--- src/rtl/status_reader.sv ---
// Serialises fridge/AC status registers as start/addr/data/[parity]/stop frames on tx.
// Define STATUS_PARITY_EN to append an even-parity bit over addr and data (12-bit frame).
module status_reader #(
    parameter int unsigned CLKS_PER_BIT = 4
) (
    input  logic       clk,
    input  logic       rst_n,
    input  logic [4:0] fgt1,
    input  logic [4:0] frt1,
    input  logic [4:0] fgc1,
    input  logic [4:0] frc1,
    input  logic [4:0] fgt2,
    input  logic [4:0] frt2,
    input  logic [4:0] fgc2,
    input  logic [4:0] frc2,
    input  logic [4:0] actemp1,
    input  logic [4:0] accap1,
    input  logic [4:0] acfan1,
    input  logic [4:0] actimer1,
    input  logic [4:0] actemp2,
    input  logic [4:0] accap2,
    input  logic [4:0] acfan2,
    input  logic [4:0] actimer2,
    input  logic       req,
    input  logic [3:0] req_addr,
    input  logic       scan,
    output logic       tx,
    output logic       busy,
    output logic       done
);

`ifdef STATUS_PARITY_EN
    localparam int unsigned FRAME_BITS = 12;
`else
    localparam int unsigned FRAME_BITS = 11;
`endif
    localparam int unsigned BW = (CLKS_PER_BIT > 2) ? $clog2(CLKS_PER_BIT) : 1;
    localparam logic [BW-1:0] BAUD_LAST = BW'(CLKS_PER_BIT - 1);
    localparam logic [3:0] BIT_LAST = 4'(FRAME_BITS - 1);

    typedef enum logic [1:0] {StIdle, StSend, StNext} state_e;

    state_e                  state_q, state_d;
    logic [FRAME_BITS-1:0]   sreg_q;
    logic [BW-1:0]           baud_q;
    logic [3:0]              bit_q;
    logic [3:0]              addr_q;
    logic                    sweep_q;
    logic                    done_q;

    logic                    accept, bit_end, frame_end, last_frame;
    logic [3:0]              load_addr;
    logic [4:0]              sel_data;
    logic [FRAME_BITS-1:0]   frame;

    assign accept     = (state_q == StIdle) && (req || scan);
    assign bit_end    = (baud_q == BAUD_LAST);
    assign frame_end  = (state_q == StSend) && bit_end && (bit_q == BIT_LAST);
    assign last_frame = !sweep_q || (addr_q == 4'd15);
    // In IDLE the new frame's address comes from the request; in NEXT it is the sweep successor.
    assign load_addr  = (state_q == StIdle) ? (scan ? 4'd0 : req_addr) : (addr_q + 4'd1);

    always_comb begin
        sel_data = 5'd0;
        unique case (load_addr)
            4'd0:  sel_data = fgt1;
            4'd1:  sel_data = frt1;
            4'd2:  sel_data = fgc1;
            4'd3:  sel_data = frc1;
            4'd4:  sel_data = fgt2;
            4'd5:  sel_data = frt2;
            4'd6:  sel_data = fgc2;
            4'd7:  sel_data = frc2;
            4'd8:  sel_data = actemp1;
            4'd9:  sel_data = accap1;
            4'd10: sel_data = acfan1;
            4'd11: sel_data = actimer1;
            4'd12: sel_data = actemp2;
            4'd13: sel_data = accap2;
            4'd14: sel_data = acfan2;
            4'd15: sel_data = actimer2;
        endcase
    end

`ifdef STATUS_PARITY_EN
    assign frame = {1'b1, ^{load_addr, sel_data}, sel_data, load_addr, 1'b0};
`else
    assign frame = {1'b1, sel_data, load_addr, 1'b0};
`endif

    always_ff @(posedge clk or negedge rst_n) begin
        if (!rst_n) state_q <= StIdle;
        else        state_q <= state_d;
    end

    always_comb begin
        state_d = state_q;
        unique case (state_q)
            StIdle: if (req || scan) state_d = StSend;
            StSend: if (frame_end) state_d = last_frame ? StIdle : StNext;
            StNext: state_d = StSend;
            default: state_d = StIdle;
        endcase
    end

    always_comb begin
        tx   = (state_q == StSend) ? sreg_q[0] : 1'b1;
        busy = (state_q != StIdle);
        done = done_q;
    end

    always_ff @(posedge clk or negedge rst_n) begin
        if (!rst_n) begin
            sreg_q  <= '0;
            baud_q  <= '0;
            bit_q   <= '0;
            addr_q  <= '0;
            sweep_q <= 1'b0;
            done_q  <= 1'b0;
        end else begin
            done_q <= frame_end && last_frame;
            if (accept || state_q == StNext) begin
                sreg_q <= frame;
                addr_q <= load_addr;
                baud_q <= '0;
                bit_q  <= '0;
                if (accept) sweep_q <= scan;
            end else if (state_q == StSend) begin
                if (bit_end) begin
                    baud_q <= '0;
                    bit_q  <= bit_q + 4'd1;
                    sreg_q <= {1'b1, sreg_q[FRAME_BITS-1:1]};
                end else begin
                    baud_q <= baud_q + BW'(1);
                end
            end
        end
    end

endmodule

--- config.mk ---
export PLATFORM = sky130hd
export DESIGN_NAME = status_reader
export DESIGN_NICKNAME = d
export VERILOG_FILES = /design/src/rtl/status_reader.sv
export SDC_FILE = /design/constraint.sdc
export NUM_CORES = 1
export LEC_CHECK = 0
export ABC_AREA = 0
export CAP_MARGIN = 20
export CORE_MARGIN = 5
export CORE_UTILIZATION = 40
export DETAILED_ROUTE_END_ITERATION = 8
export PLACE_DENSITY = 0.76
export SYNTH_ARGS = -nofsm -noshare
export SYNTH_HDL_FRONTEND = slang
export SYNTH_SLANG_ARGS = --single-unit
--- constraint.sdc ---
create_clock -name clk -period 2.3 [get_ports clk]
set_input_delay 0.46 -clock clk [delete_from_list [all_inputs] [get_ports clk]]
set_output_delay 0.46 -clock clk [all_outputs]
set_load 0.03 [all_outputs]
* Word-level counts from Yosys, hierarchy flattened
Cells that the tools add are included.
** Word-level totals
- Output and inout bits :: 3
- Logic and storage cells :: 65
- Bits in registers :: 25
** Cells by class
- Multiplexer cells :: 17
- $add $sub $neg :: 3
- Reductions and logical operators :: 16
- Equality and inequality tests :: 22
** Operator list (count)
- 5-bit case mux with 16 select lines :: 1
- 4-bit == test (second input constant) :: 10
- 11-bit two-way mux :: 3
- 4-bit two-way mux :: 5
- 4-bit by 3-bit == test with 1-bit output (second input constant) :: 4
- 2-bit two-way mux :: 6
- 4-bit by 1-bit adder with 4-bit output (second input constant) :: 2
- 4-bit by 2-bit == test with 1-bit output (second input constant) :: 2
- 2-bit case mux with 3 select lines :: 1
- 2-bit AND reduction :: 3
- 2-bit nonzero test :: 3
- 2-bit == test (second input constant) :: 2
- 4-bit by 1-bit == test with 1-bit output (second input constant) :: 1
- 1-bit logical AND :: 4
- 4-bit zero test :: 1
- 1-bit logical OR :: 3
- 2-bit by 1-bit adder with 2-bit output (second input constant) :: 1
- 2-bit by 1-bit == test with 1-bit output (second input constant) :: 1
- 2-bit zero test :: 1
- 2-bit by 1-bit inequality test with 1-bit output (second input constant) :: 1
- 2-bit inequality test (second input constant) :: 1
- 1-bit zero test :: 1
- 1-bit two-way mux :: 1

* Longest topological paths before layout
- Depth in word-level cells :: 5
- Gate-level depth with buffers :: 10

* Worst setup path before layout
Ideal clock, no wire load.
- Kind :: reg2reg
- Start :: reg addr_q[1]
- End :: reg sreg_q[6]
- Slack :: 0.146 ns
- Cell stages (with the launch flop) :: 9
- Library setup time :: 0.129 ns
- Path buffers :: 1
- Required time :: 2.171 ns
- Clock period less this slack :: 2.154 ns
- Arrival :: 2.024 ns
- Cells stage by stage :: dfrtp_1 -> ha_1 -> xor2_2 -> a21oi_1 -> buf_6 -> mux2_4 -> a22o_1 -> a211oi_1 -> a21oi_1
** On the way
- Cells in the longest elaborated chain, start to end :: 5
- Elaborated cells between the ends (all ways) :: 20
** RTL lines
- start, declared :: line 47 : logic [3:0] addr_q;
- start signal, assigned :: line 124 : addr_q <= load_addr;
- 4-bit by 1-bit adder with 4-bit output (*) :: line 61 : assign load_addr = (state_q == StIdle) ? (scan ? 4'd0 : req_addr) : (addr_q + 4'd1);
- 4-bit two-way mux (*) :: line 61
- 4-bit == test (tied with other cells) :: line 65 : unique case (load_addr)
- 5-bit case mux with 16 select lines (*) :: line 65
- 11-bit two-way mux (*) :: line 122 : if (accept || state_q == StNext) begin
- end signal, assigned :: line 123 : sreg_q <= frame;
- end signal, assigned :: line 132 : sreg_q <= {1'b1, sreg_q[FRAME_BITS-1:1]};
- end, declared :: line 44 : logic [FRAME_BITS-1:0] sreg_q;
Mark *: on every way between the ends. The rest lies on a longest branch, timed or not.
A chain may end at the register's enable or synchronous reset.

* Worst setup path in the final report
- Start :: in req_addr[0]
- End :: reg sreg_q[8]
** On the way
- Cells in the longest elaborated chain, start to end :: 5
- Elaborated cells between the ends (all ways) :: 20
** RTL lines
- start, declared :: line 25 : input logic [3:0] req_addr,
- 4-bit two-way mux (*) (2 in a row) :: line 61
- 4-bit == test (tied with other cells) :: line 65
- 5-bit case mux with 16 select lines (*) :: line 65
- 11-bit two-way mux (*) :: line 122
Marks and branches as above.

==> results.cfg <==
[status]
outcome = complete, no violations

[layout]
nNetsFinal = 471
drive_gt1_share_pct = 17.46
antenna-diode-count = 0
syn_to_final_growth_pct = 59.39

[synth]
yosys_warnings = 0
ys_seq_elements = 25
synth_top_area_share_pct = 28.56
ys.flop_type = dfrtp_1
synth_top_area_cell = dfrtp_1
synth_enable_flop_cells = 0
syn_inst = 262
ys_seq_area_share_pct = 28.56
synthArstFlopShare_pct = 100.0
synth_common_cells = 30 x nand2_1, 26 x nor2_1, 25 x dfrtp_1, 18 x o21ai_0, 17 x nand3_1
synth.avg_cell_area_sq_um = 8.362
syn_area_sq_mm = 0.002191
synth.net_count = 354
netlist_top_cells_area = dfrtp_1 29%, nand2_1 5.1%, mux2i_1 4.6%, nor2_1 4.5%, o21ai_0 4.1%
synth.distinct_cells = 53
post-synth-top-count-cell = nand2_1

[global_route]
grt_usage_pct = 20.32
grt_pass1_wl_um = 11670
overflow = 0
grt_pass1_vias = 2487
grt_start_max_net_pins = 26
grt_antenna_before_repair = 0

[timing]
slew_headroom_pct = 62.28
tns_ps = 0
final_max_slew_viol_count = 0
max_freq_mhz = 454.9
tightest_slew_ps = 559.8
clock_skew_ps = 4.256
hold_violations = 0
period_needed_ps = 2198
fin_crit_sh_pct = 95.58
rsz0062_at_grt = no
finalSetupViolCount = 0
setup_slack_ps = 101.6

[detailed_routing]
drcViolationCount = 0
via_per_inst = 5.589
vias = 2515
drt_first_pass_iters = 4
routed_wl_um = 7456
drtAntennaViolNets = 0
wl_per_cell_um = 16.57
initialDrtViolationCount = 143

[clocking]
clockBufferDepth = 2
cts_tree = built
clkSlewWorstSetupHoldPaths_ps = 90
holdBufCountCts = 0
root_buffer = clkbuf_8
clk-insertion-delay-late_ps = 270
cts_buffers = 3
htree_num_levels = 1
cts.sinks = 25

[critical_path]
cp_slowest_stage_delay_ps = 550
crit_arrival_ps = 2400
critPathBufInv = 1
cpMaxStageDelayCell = or4b_4
crit_fanout = 7
critPathLaunchType = input pin
r2r_cells = 8
worstPathRequired_ps = 2500
path_class = input pin to register
crit_chain = clkdlybuf4s50_1 -> or4b_4 -> o32ai_4 -> nand3_1 -> a31oi_1 -> a211oi_2 -> a21oi_1
cp-end-kind = register
cp.depth = 7
critPathTopFamily = compound AO/OA/AOI/OAI gates

[power_and_ir_drop]
ir_drop_mv = 0.6222
p_sw_share_pct = 45.40
power.switching_mw = 2.065
p_int_mw = 2.483
p_per_area_mw_per_mm2 = 1302
combPwrFrac_pct = 76.8
sequentialPowerShare_pct = 17.4
finalPower_mw = 4.548
p_leak_nw = 1.391
pwr-share-clk_pct = 5.8

[placed_design]
pre_cts_ws_ps = -249.4
numPortBuffers = 90
detailed_place_hpwl_um = 6126
gp_congestion = 0.8764

[die]
dieHeight_um = 84.01
fp.dieW_um = 84.01
io_pins = 91
rows = 27
start_util_pct = 40.53
core_sq_mm = 0.005405
die_area_sq_mm = 0.007057

[flow_run]
drv_cap = 0

[min_path]
whs_path_depth = 1
min_path_type = register to register
## layout by cell type (no fill, tap or decap), types with 3 or more instances in the layout
| cell type | synthesis | final |
|---|---|---|
| clkdlybuf4s50_1 | 0 | 88 |
| buf_4 | 1 | 38 |
| nand2_1 | 30 | 30 |
| nor2_1 | 26 | 26 |
| dfrtp_1 | 25 | 25 |
| o21ai_0 | 18 | 18 |
| nand3_1 | 17 | 17 |
| a21oi_1 | 14 | 13 |
| a22o_1 | 9 | 9 |
| a31oi_1 | 9 | 9 |
| mux2i_1 | 10 | 9 |
| nor3_1 | 8 | 8 |
| a22oi_1 | 7 | 7 |
| a211oi_1 | 6 | 5 |
| o211ai_1 | 5 | 5 |
| inv_1 | 4 | 4 |
| xor2_1 | 3 | 3 |
| and3_1 | 3 | 3 |
| a311oi_1 | 3 | 3 |
| ha_1 | 4 | 3 |
| clkbuf_8 | 0 | 3 |
| buf_12 | 0 | 3 |
## registers in the layout, summed over array words and instances (netlist names)
name     cells
sreg_q      11
addr_q       4
bit_q        4
baud_q       2
state_q      2
done         1
sweep_q      1
## layout make-up
| type | count | area [sq um] |
|---|---|---|
| clock buffers | 3 | 41.29 |
| fillers | 462 | 1913 |
| multi-input cells | 215 | 1480 |
| well taps | 72 | 90.09 |
| clock inverters | 1 | 5.005 |
| flip-flops and latches | 25 | 625.6 |
| inverters | 4 | 15.01 |
| repair buffers | 130 | 1235 |
## power by group through the flow
stage | Sequential (mW) | Clock (mW) | Combinational (mW)
2_1_floorplan | 0.720 | 0 | 2.09
3_3_place_gp | 0.787 | 0 | 3.32
3_5_place_dp | 0.795 | 0 | 3.36
4_1_cts | 0.787 | 0.270 | 3.39
5_1_grt | 0.818 | 0.278 | 3.79
6_report | 0.792 | 0.264 | 3.49
## timing repair
action | in CTS | in global routing
pin swaps | 0 | 2
resized for setup | 2 | 6
endpoints found under the setup margin | 3 | 3
buffers inserted | 0 | 1
## metrics by stage
step / util, % / instances / area [sq um] / hold WS (ps)
2_1_floorplan: - / 262 / 2191 / 164.4
3_3_place_gp: 62.92 / 445 / 3401 / 481.2
3_5_place_dp: 62.92 / 445 / 3401 / 482.0
4_1_cts: 63.89 / 449 / 3453 / 495.8
5_1_grt: 64.61 / 450 / 3492 / 535.7
6_report: 64.61 / 450 / 3492 / 493.2
## cells by family (layout without fill, tap and decap cells)
| logic type | after synthesis | count (layout) | synth area share, % |
|---|---|---|---|
| buffers and inverters | 22 | 138 | 5.825 |
| muxes | 12 | 12 | 5.768 |
| AOI/OAI and AO/OA | 90 | 90 | 31.18 |
| xor gates and xnor gates | 7 | 7 | 3.142 |
| DFF | 25 | 25 | 28.56 |
| adders and majority gates | 4 | 4 | 2.285 |
| and+or+nand+nor | 102 | 102 | 23.24 |
## path summary, 6_finish.rpt
check                              to        start  slack, ps
max                         sreg_q[8]  req_addr[0]        100
min                              done      sweep_q        490
max reg2reg                 sreg_q[5]    addr_q[0]        120
min reg2reg                      done      sweep_q        490
max in group asynchronous  state_q[1]        rst_n       1520
min in group asynchronous   sreg_q[0]        rst_n        540
## layer usage
layer / routed length (um) / GRT usage (%) / vias up
met5: 0 / 0 / -
met3: 518 / 3.949 / 13
li1: - / - / 1222
met4: 136 / 5.263 / 0
met2: 3556 / 33.91 / 110
met1: 3244 / 26.82 / 1170
Power figures use the tool's default switching activity.
